`src/rtl/riscv_rv12_pkg.sv`:
```
// Shared RV12 fetch-path types: one completion-buffer entry and an alignment helper.
package riscv_rv12_pkg;

  localparam int FETCH_XLEN = 32;

  typedef struct packed {
    logic [FETCH_XLEN-1:0] pc;
    logic [FETCH_XLEN-1:0] data;
    logic                  misaligned;
    logic                  err;
    logic                  filled;
  } fetch_entry_t;

  function automatic logic word_aligned(input logic [FETCH_XLEN-1:0] adr);
    return adr[1:0] == 2'b00;
  endfunction

endpackage

```
`src/rtl/riscv_imem_queue.sv`:
```
// Pointer bookkeeping for the fetch completion buffer: push, fill and pop pointers
// with a wrap bit each, plus lookup of the oldest entry still waiting for bus data.
module riscv_imem_queue
  import riscv_rv12_pkg::*;
#(
  parameter int DEPTH = 4,
  localparam int PTR_BITS = $clog2(DEPTH)
) (
  input  logic                clk,
  input  logic                rstn,
  input  logic                flush,
  input  logic                push,
  input  logic                fill,
  input  logic                pop,
  input  logic [DEPTH-1:0]    filled_vec,
  output logic [PTR_BITS-1:0] push_idx,
  output logic [PTR_BITS-1:0] fill_idx,
  output logic [PTR_BITS-1:0] pop_idx,
  output logic                fill_found,
  output logic [PTR_BITS:0]   count,
  output logic                empty
);

  localparam int PW = PTR_BITS + 1;
  localparam logic [PW-1:0] PTR_ONE = PW'(1);

  logic [PW-1:0] push_ptr;
  logic [PW-1:0] fill_ptr;
  logic [PW-1:0] pop_ptr;
  logic [PW-1:0] fill_span;
  logic [PW-1:0] fill_sel;
  logic [PW-1:0] cand;

  assign push_idx = push_ptr[PTR_BITS-1:0];
  assign pop_idx  = pop_ptr[PTR_BITS-1:0];
  assign fill_idx = fill_sel[PTR_BITS-1:0];
  assign count    = push_ptr - pop_ptr;
  assign empty    = (push_ptr == pop_ptr);

  // Misaligned entries are born filled, so the fill pointer may sit on entries
  // that need no data; skip forward to the first one that really is unfilled.
  always_comb begin
    fill_span  = push_ptr - fill_ptr;
    fill_found = 1'b0;
    fill_sel   = fill_ptr;
    cand       = fill_ptr;
    for (int i = 0; i < DEPTH; i++) begin
      cand = fill_ptr + PW'(i);
      if (!fill_found && (PW'(i) < fill_span) && !filled_vec[cand[PTR_BITS-1:0]]) begin
        fill_found = 1'b1;
        fill_sel   = cand;
      end
    end
  end

  always_ff @(posedge clk or negedge rstn) begin
    if (!rstn) begin
      push_ptr <= '0;
      fill_ptr <= '0;
      pop_ptr  <= '0;
    end else if (flush) begin
      push_ptr <= '0;
      fill_ptr <= '0;
      pop_ptr  <= '0;
    end else begin
      if (push) begin
        push_ptr <= push_ptr + PTR_ONE;
      end
      // Keep the fill pointer from falling behind the head when a pre-filled entry pops.
      if (fill && fill_found) begin
        fill_ptr <= fill_sel + PTR_ONE;
      end else if (pop && (pop_ptr == fill_ptr)) begin
        fill_ptr <= fill_ptr + PTR_ONE;
      end
      if (pop) begin
        pop_ptr <= pop_ptr + PTR_ONE;
      end
    end
  end

endmodule

```
`src/rtl/riscv_imem_fetch.sv`:
```
// Instruction fetch controller: issues word requests on a pipelined in-order bus,
// buffers up to DEPTH fetches and returns parcels in program order, dropping flushed ones.
module riscv_imem_fetch
  import riscv_rv12_pkg::*;
#(
  parameter int               XLEN        = 32,
  parameter int               PARCEL_SIZE = 32,
  parameter int               DEPTH       = 4,
  parameter logic [XLEN-1:0]  PC_INIT     = 'h200
) (
  input  logic                   clk,
  input  logic                   rstn,
  input  logic [XLEN-1:0]        if_nxt_pc,
  output logic                   if_stall_nxt_pc,
  input  logic                   if_stall,
  input  logic                   if_flush,
  output logic [PARCEL_SIZE-1:0] if_parcel,
  output logic [XLEN-1:0]        if_parcel_pc,
  output logic                   if_parcel_valid,
  output logic                   if_parcel_misaligned,
  output logic                   if_parcel_page_fault,
  output logic                   mem_req,
  output logic [XLEN-1:0]        mem_adr,
  input  logic                   mem_gnt,
  input  logic                   mem_ack,
  input  logic [XLEN-1:0]        mem_q,
  input  logic                   mem_err
);

  localparam int PTR_BITS = $clog2(DEPTH);
  localparam int CW       = PTR_BITS + 1;
  localparam int OW       = PTR_BITS + 2;
  localparam logic [CW-1:0] CNT_ONE = CW'(1);

  fetch_entry_t        entries [DEPTH];
  fetch_entry_t        head;
  logic [DEPTH-1:0]    filled_vec;
  logic [PTR_BITS-1:0] push_idx;
  logic [PTR_BITS-1:0] fill_idx;
  logic [PTR_BITS-1:0] pop_idx;
  logic                fill_found;
  logic                empty;
  logic [CW-1:0]       count;
  logic [CW-1:0]       outstanding;
  logic [CW-1:0]       discard;
  logic [CW-1:0]       issue_inc;
  logic [CW-1:0]       ack_dec;
  logic [OW-1:0]       occ;
  logic                aligned;
  logic                can_issue;
  logic                accept;
  logic                valid;
  logic                pop;
  logic                ack_valid;
  logic                ack_discard;
  logic                fill_en;

  always_comb begin
    filled_vec = '0;
    for (int i = 0; i < DEPTH; i++) begin
      filled_vec[i] = entries[i].filled;
    end
  end

  assign head    = entries[pop_idx];
  assign aligned = word_aligned(if_nxt_pc);
  assign valid   = !empty && head.filled && !if_flush;
  assign pop     = valid && !if_stall;

  // Occupancy counts flushed-but-unacked requests too, so a slot is only reused once
  // the bus can no longer return stale data into it.
  assign occ       = OW'(count) - OW'(pop) + OW'(discard);
  assign can_issue = rstn && !if_flush && (occ < OW'(DEPTH));

  assign mem_req         = aligned && can_issue;
  assign mem_adr         = if_nxt_pc;
  assign accept          = aligned ? (mem_req && mem_gnt) : can_issue;
  assign if_stall_nxt_pc = !accept;

  assign ack_valid   = mem_ack && (outstanding != '0);
  assign ack_discard = ack_valid && (discard != '0);
  assign fill_en     = ack_valid && !if_flush && (discard == '0) && fill_found;
  assign issue_inc   = CW'(accept && aligned);
  assign ack_dec     = CW'(ack_valid);

  riscv_imem_queue #(
    .DEPTH (DEPTH)
  ) u_queue (
    .clk        (clk),
    .rstn       (rstn),
    .flush      (if_flush),
    .push       (accept),
    .fill       (fill_en),
    .pop        (pop),
    .filled_vec (filled_vec),
    .push_idx   (push_idx),
    .fill_idx   (fill_idx),
    .pop_idx    (pop_idx),
    .fill_found (fill_found),
    .count      (count),
    .empty      (empty)
  );

  // On flush every request still on the bus becomes discard-bound, including the
  // one whose ack lands in the flush cycle itself.
  always_ff @(posedge clk or negedge rstn) begin
    if (!rstn) begin
      outstanding <= '0;
      discard     <= '0;
    end else if (if_flush) begin
      outstanding <= outstanding - ack_dec;
      discard     <= outstanding - ack_dec;
    end else begin
      outstanding <= outstanding + issue_inc - ack_dec;
      if (ack_discard) begin
        discard <= discard - CNT_ONE;
      end
    end
  end

  always_ff @(posedge clk or negedge rstn) begin
    if (!rstn) begin
      for (int i = 0; i < DEPTH; i++) begin
        entries[i] <= '{pc: PC_INIT, data: '0, misaligned: 1'b0, err: 1'b0, filled: 1'b0};
      end
    end else if (if_flush) begin
      for (int i = 0; i < DEPTH; i++) begin
        entries[i].filled <= 1'b0;
      end
    end else begin
      if (accept) begin
        entries[push_idx] <= '{pc: if_nxt_pc, data: '0, misaligned: !aligned,
                               err: 1'b0, filled: !aligned};
      end
      if (fill_en) begin
        entries[fill_idx].data   <= mem_q;
        entries[fill_idx].err    <= mem_err;
        entries[fill_idx].filled <= 1'b1;
      end
    end
  end

  assign if_parcel            = head.data;
  assign if_parcel_pc         = head.pc;
  assign if_parcel_valid      = valid;
  assign if_parcel_misaligned = head.misaligned;
  assign if_parcel_page_fault = head.err;

endmodule

```
`config.mk`:
```
export PLATFORM = sky130hd
export DESIGN_NAME = riscv_imem_fetch
export DESIGN_NICKNAME = d
export VERILOG_FILES = /design/src/rtl/riscv_rv12_pkg.sv /design/src/rtl/riscv_imem_queue.sv /design/src/rtl/riscv_imem_fetch.sv
export SDC_FILE = /design/constraint.sdc
export NUM_CORES = 1
export LEC_CHECK = 0
export ABC_CLOCK_PERIOD_IN_PS = 9000
export CORE_MARGIN = 2
export CORE_UTILIZATION = 45
export DETAILED_ROUTE_END_ITERATION = 8
export GPL_TIMING_DRIVEN = 0
export PLACE_DENSITY = 0.73
export REMOVE_ABC_BUFFERS = 1
export SLEW_MARGIN = 20
export SYNTH_ARGS = -nofsm -noshare
export SYNTH_HDL_FRONTEND = slang
export SYNTH_SLANG_ARGS = --single-unit
export TNS_END_PERCENT = 30
```
`constraint.sdc`:
```
create_clock -name clk -period 9 [get_ports clk]
set_input_delay 0.9 -clock clk [delete_from_list [all_inputs] [get_ports clk]]
set_output_delay 0.9 -clock clk [all_outputs]
set_load 0.01 [all_outputs]
```
# --- Yosys cells after proc, flatten, opt, wreduce, memory -nomap -nowiden ---
# Index checks and enable logic that the tools add are counted.
# Widths: inputs -> output; s select.
totals:
  elab_cells: 150
  input_bits: 71
  register_bits: 283
  out_inout_bits: 101
classes:
  n_lt_le_gt_ge: 14
  eq_ne: 2
  n_bitwise: 3
  addsub: 14
  muxes: 48
  n_reduce_logical: 44
op_table:
  columns: ["cell", "n"]
  rows:
  - ["$bwmux 268", 4]
  - ["$mux 268", 3]
  - ["$demux 67 s2", 4]
  - ["$mux 67", 3]
  - ["$bmux 67 s2", 1]
  - ["$mux 3", 13]
  - ["$mux 35", 1]
  - ["$logic_and 1x1->1", 24]
  - ["$mux 1", 14]
  - ["$add 3x1->3 const B", 4]
  - ["$logic_not 1->1", 12]
  - ["$lt 2x3->1 const B", 4]
  - ["$ge 3x3->1 const B", 3]
  - ["$not 2->3", 3]
  - ["$reduce_bool 3->1", 3]
  - ["$bmux 1 s2", 4]
  - ["$add 3x2->3 const B", 2]
  - ["$eq 3x3->1", 2]
  - ["$lt 1x3->1 const A", 2]
  - ["$lt 2x3->1 const A", 2]
  - ["$lt 3x1->1 const B", 2]
  - ["$reduce_bool 2->1", 3]
  - ["$sub 3x1->3", 2]
  - ["$sub 3x3->3", 2]
  - ["8 further kinds", 8]

# --- Logic depth before layout (Yosys ltp) ---
depth:
  depth_word: 27
  ltp_mapped: 21
  ltp_nobuf: 19

# --- By module ---
# From an unflattened synthesis, not the netlist that was laid out.
hier_totals:
  hier_cells: 1181
  hier_area_um2: 14411.3
modules_own_cells:
  columns: ["mod", "n_inst", "seq_area_each_um2", "area_each_um2", "cells_each"]
  rows:
  - ["riscv_imem_fetch", 1, 6861.6, 13329.0, 1074]
  - ["riscv_imem_queue", 1, 225.2, 1082.3, 107]

# --- Least setup slack after synthesis ---
# No wires, ideal clock.
synth_path:
  path_type: "reg2reg"
  from: "register u_queue.pop_ptr[1]"
  to: "register outstanding[2]"
  stages_incl_launch_ff: 20
  setup_time_ps: 79
  arrival_ps: 5275
  path_buffers: 3
  t_required_ps: 8921
  slack_ps: 3646
  synth_period_minus_slack_ps: 5354
  cell_sequence: "dfrtp_1 buf_2 buf_1 clkbuf_1 inv_1 fa_1 xor2_1 ha_1 inv_1 ha_1 or3_1 a2111oi_0 nand2_1 ha_1 inv_1 ha_1 fa_1 xor2_1 o21ai_0 xor2_1"
synth_via:
  elab_chain_len: 18
  elab_cells_between_ends: 21
synth_lines:
  columns: ["item", "line_no", "rtl"]
  rows:
  - ["from (decl)", "riscv_imem_queue.sv:29", "logic [PW-1:0] pop_ptr;"]
  - ["from (signal assigned)", "riscv_imem_queue.sv:76", "pop_ptr <= pop_ptr + PTR_ONE;"]
  - ["$not 2->3 (not written as such)", "riscv_imem_fetch.sv:65", "assign head = entries[pop_idx];"]
  - ["$bmux 67 s2", "riscv_imem_fetch.sv:65", null]
  - ["$mux 67 (not written as such) (2 in series)", "riscv_imem_fetch.sv:65", null]
  - ["$logic_and 1x1->1 (2 in series)", "riscv_imem_fetch.sv:67", "assign valid = !empty && head.filled && !if_flush;"]
  - ["$logic_and 1x1->1", "riscv_imem_fetch.sv:68", "assign pop = valid && !if_stall;"]
  - ["$sub 3x1->4 *", "riscv_imem_fetch.sv:72", "assign occ = OW'(count) - OW'(pop) + OW'(discard);"]
  - ["$add 4x3->4 *", "riscv_imem_fetch.sv:72", null]
  - ["$lt 4x3->1 *", "riscv_imem_fetch.sv:73", "assign can_issue = rstn && !if_flush && (occ < OW'(DEPTH));"]
  - ["$logic_and 1x1->1 *", "riscv_imem_fetch.sv:73", null]
  - ["$logic_and 1x1->1 *", "riscv_imem_fetch.sv:75", "assign mem_req = aligned && can_issue;"]
  - ["named net mem_req", "riscv_imem_fetch.sv:22", "output logic mem_req,"]
  - ["$logic_and 1x1->1 *", "riscv_imem_fetch.sv:77", "assign accept = aligned ? (mem_req && mem_gnt) : can_issue;"]
  - ["$mux 1 *", "riscv_imem_fetch.sv:77", null]
  - ["$logic_and 1x1->1 *", "riscv_imem_fetch.sv:83", "assign issue_inc = CW'(accept && aligned);"]
  - ["$add 3x1->3 *", "riscv_imem_fetch.sv:114", "outstanding <= outstanding + issue_inc - ack_dec;"]
  - ["$sub 3x1->3 *", "riscv_imem_fetch.sv:114", null]
  - ["$mux 3 *", "riscv_imem_fetch.sv:110", "end else if (if_flush) begin"]
  - ["to (signal assigned)", "riscv_imem_fetch.sv:111", "outstanding <= outstanding - ack_dec;"]
  - ["to (signal assigned)", "riscv_imem_fetch.sv:114", null]
  - ["to (decl)", "riscv_imem_fetch.sv:44", "logic [CW-1:0] outstanding;"]
# The timed path passes the listed nets; every way through them passes the cells marked *. The select of a mux whose other input is x is not followed.
# A chain may end at the register's enable or synchronous reset.

# --- Worst setup path after layout ---
layout_path:
  from: "register u_queue.pop_ptr[1]"
  to: "output mem_req"
layout_via:
  elab_chain_len: 12
  elab_cells_between_ends: 15
layout_lines:
  columns: ["item", "line_no"]
  rows:
  - ["$not 2->3 (not written as such)", "riscv_imem_fetch.sv:65"]
  - ["$bmux 67 s2", "riscv_imem_fetch.sv:65"]
  - ["$mux 67 (not written as such) (2 in series)", "riscv_imem_fetch.sv:65"]
  - ["$logic_and 1x1->1 (2 in series)", "riscv_imem_fetch.sv:67"]
  - ["$logic_and 1x1->1", "riscv_imem_fetch.sv:68"]
  - ["$sub 3x1->4 *", "riscv_imem_fetch.sv:72"]
  - ["$add 4x3->4 *", "riscv_imem_fetch.sv:72"]
  - ["$lt 4x3->1 *", "riscv_imem_fetch.sv:73"]
  - ["$logic_and 1x1->1 *", "riscv_imem_fetch.sv:73"]
  - ["$logic_and 1x1->1 *", "riscv_imem_fetch.sv:75"]
  - ["to (decl)", "riscv_imem_fetch.sv:22"]
# Every way passes the cells marked *; elsewhere a longest branch is shown, timed or not. The select of a mux whose other input is x is not followed.

==> flow_summary.ini <==
[placed_design]
place_inst = 1543
placed_cell_area_um2 = 15600
port_buffers = 171
pre_cts_ws_ps = 3030
dp_hpwl_um = 19100
gp_congestion = 0.765

[run_status]
status = finished clean

[synthesis]
synth_ff_type = dfrtp_1
async_flop_share_pct = 100
synth_edf_count = 0
syn_inst = 1078
yosysTopAreaCell = dfrtp_1
yosys_warnings = 0
synth.area.top_cells = dfrtp_1 51%, mux4_2 12%, mux2_2 11%
synth_cell_types = 60
netlist_area_um2 = 13700
ys_seq_area_share_pct = 51.8
synth-seq-cells = 283
post_synth.cell_area_avg_um2 = 12.7
synth_top_area_share_pct = 51.0

[setup_path]
critPathLaunchType = flip-flop
crit_type = flip-flop to output pin
path_delay_family = buffers and inverters
r2r_slack_ps = 3590
crit_path_end = mem_req
crit_path_frequent_cell = ha_1
r2r_cells = 19
crit_slowest_cell = dfrtp_4
r2r-start = u_queue.pop_ptr[1]
cp_data_arrival_time_ps = 4980
crit_cells = 12
cp_slowest_stage_delay_ps = 830
cp_data_required_time_ps = 8100
crit_buf_inv = 4
path_cells = buf_16, inv_1, ha_1, nand2_1, o2111a_1, ha_1, inv_1, ha_1, nor3b_1, or3_1, a2111oi_0, clkdlybuf4s50_1
path_max_fanout = 41
r2r_end = outstanding[2]
startpoint = u_queue.pop_ptr[1]
critPathCaptureType = output pin

[cells_and_area]
drive_gt1_share_pct = 23.7
fin_cells = 1601
n_antenna_cell = 0
regArea_um2 = 7090
postLayoutCellArea_um2 = 16600
final_common_cell = dfrtp_1
multi_input_area_um2 = 5740
fillers = 2457
final_cell_mix = 277 x dfrtp_1, 170 x clkdlybuf4s50_1, 131 x mux2_2
area_growth_pct = 21.2
fin_nets = 1285
utilization_pct = 55.7

[sta]
clock_skew_ps = 17.1
hold_slack_ps = 323
slew_headroom_pct = 27.4
setup_viol = 0
worst_slack_ps = 3120
rsz0062_at_grt = no
slew_viol_final = 0
post-route-period-util_pct = 65.4
timing.fmax_mhz = 170
fin_crit_ps = 5880
tightest_slew_ps = 1090
final.setup.tns_ps = 0
hold_violations = 0

[clock_network]
clk_pin_slew_ps = 70
cts_sinks = 283
cts_resized = 0
clk_latency_ps = 570
cts.path.max_buffers = 3
post-cts-setup-buffers = 0
cts-root-buf = clkbuf_16
cts_buffers = 31
cts_hold_buffers = 0
tritoncts = built
h-tree-depth = 1

[global_routing]
grt_max_degree = 82
antenna_found_initial = 1
grt_pass1_wl_um = 50200
grt-ovfl-total = 0
grt_pass1_vias = 9339
grt_usage_pct = 19.9

[die]
pin_count = 172
die_w_um = 178
rows = 63
core_um2 = 29800
die_area_um2 = 31800
initial_core_util_pct = 46.0
die_h_um = 178

[power_and_ir_drop]
p_leak_nw = 7.43
power.density_nw_per_um2 = 250
power.total_mw = 4.16
ir_drop_v = 0.000155

[routing]
routed_wl_um = 30700
drtIter0Drc = 683
drc_errors = 0
viasPerCell = 5.51
antenna_left = 0
vias = 8826
wl_per_cell_um = 19.2
drtPass1Iterations = 5

[run]
maxCapViolCount = 0

[worst_hold_path]
hold_class = input pin to async pin
==> area by class of cell <==
cell class | instances | area share [%]
well taps | 390 | 2.94
multi-input cells | 619 | 34.6
inverters | 67 | 1.52
flip-flops and latches | 283 | 42.7
clock buffers | 50 | 5.71
clock inverters | 8 | 0.362
repair buffers | 184 | 12.2
==> power breakdown <==
group | internal [mW] | total, mW | switching, mW
logic | 0.716 | 1.22 | 0.505
clock network | 0.719 | 1.24 | 0.516
registers | 1.55 | 1.70 | 0.144
==> worst min path at each step <==
stage	from	to	slack [ps]	depth (start not counted)
floorplan	flip-flop	flip-flop	450	2
global placement	flip-flop	flip-flop	470	2
detailed placement	entries[31]	entries[31]	480	1
CTS	rstn	async pin	340	1
global route	rstn	async pin	370	1
finish	rstn	async pin	320	1
==> cells by family after synthesis <==
logic type | Yosys count | synth area share, %
xor+xnor | 18 | 1.36
buf+inv | 176 | 6.60
compound gates | 181 | 8.45
simple gates | 184 | 6.21
flops | 283 | 51.8
mux | 208 | 22.9
fa+ha+maj | 28 | 2.72
==> cells in the mapped netlist, types with 3 or more instances <==
cell and instances:
nand2_1 81, buf_1 15, inv_1 66, mux2_2 131, a21oi_1 11, nand3_1 69, clkbuf_1 21, xor2_1 6
o21ai_1 24, mux2i_1 6, dfstp_2 4, buf_6 9, xnor2_1 10, mux4_2 71, buf_4 38, ha_1 25
fa_1 3, o21ai_0 85, a22o_1 33, dfrtp_1 279, nor3_1 4, buf_2 25, nor2_1 11
==> worst reg2reg max path, cell delays in order, from the launching register on <==
cell       delay, ps
dfrtp_4          830
buf_16           330
inv_1            150
ha_1             290
nand2_1          100
o2111a_1         320
ha_1             190
inv_1             40
ha_1             260
nor3b_1          140
or3_1            400
a2111oi_0        690
nand2_1          140
ha_1             300
inv_1             40
ha_1             190
fa_1             410
xor2_1           170
o21ai_0          180
xor2_1           160
==> routing by layer <==
metal,wire length (um),global-route usage [%],vias up
met5,0,0,-
met4,497,4.10,0
li1,-,-,4056
met2,14800,32.7,220
met1,13500,26.9,4511
met3,1920,4.77,39
Note: power is estimated with default switching activity, not from simulation.
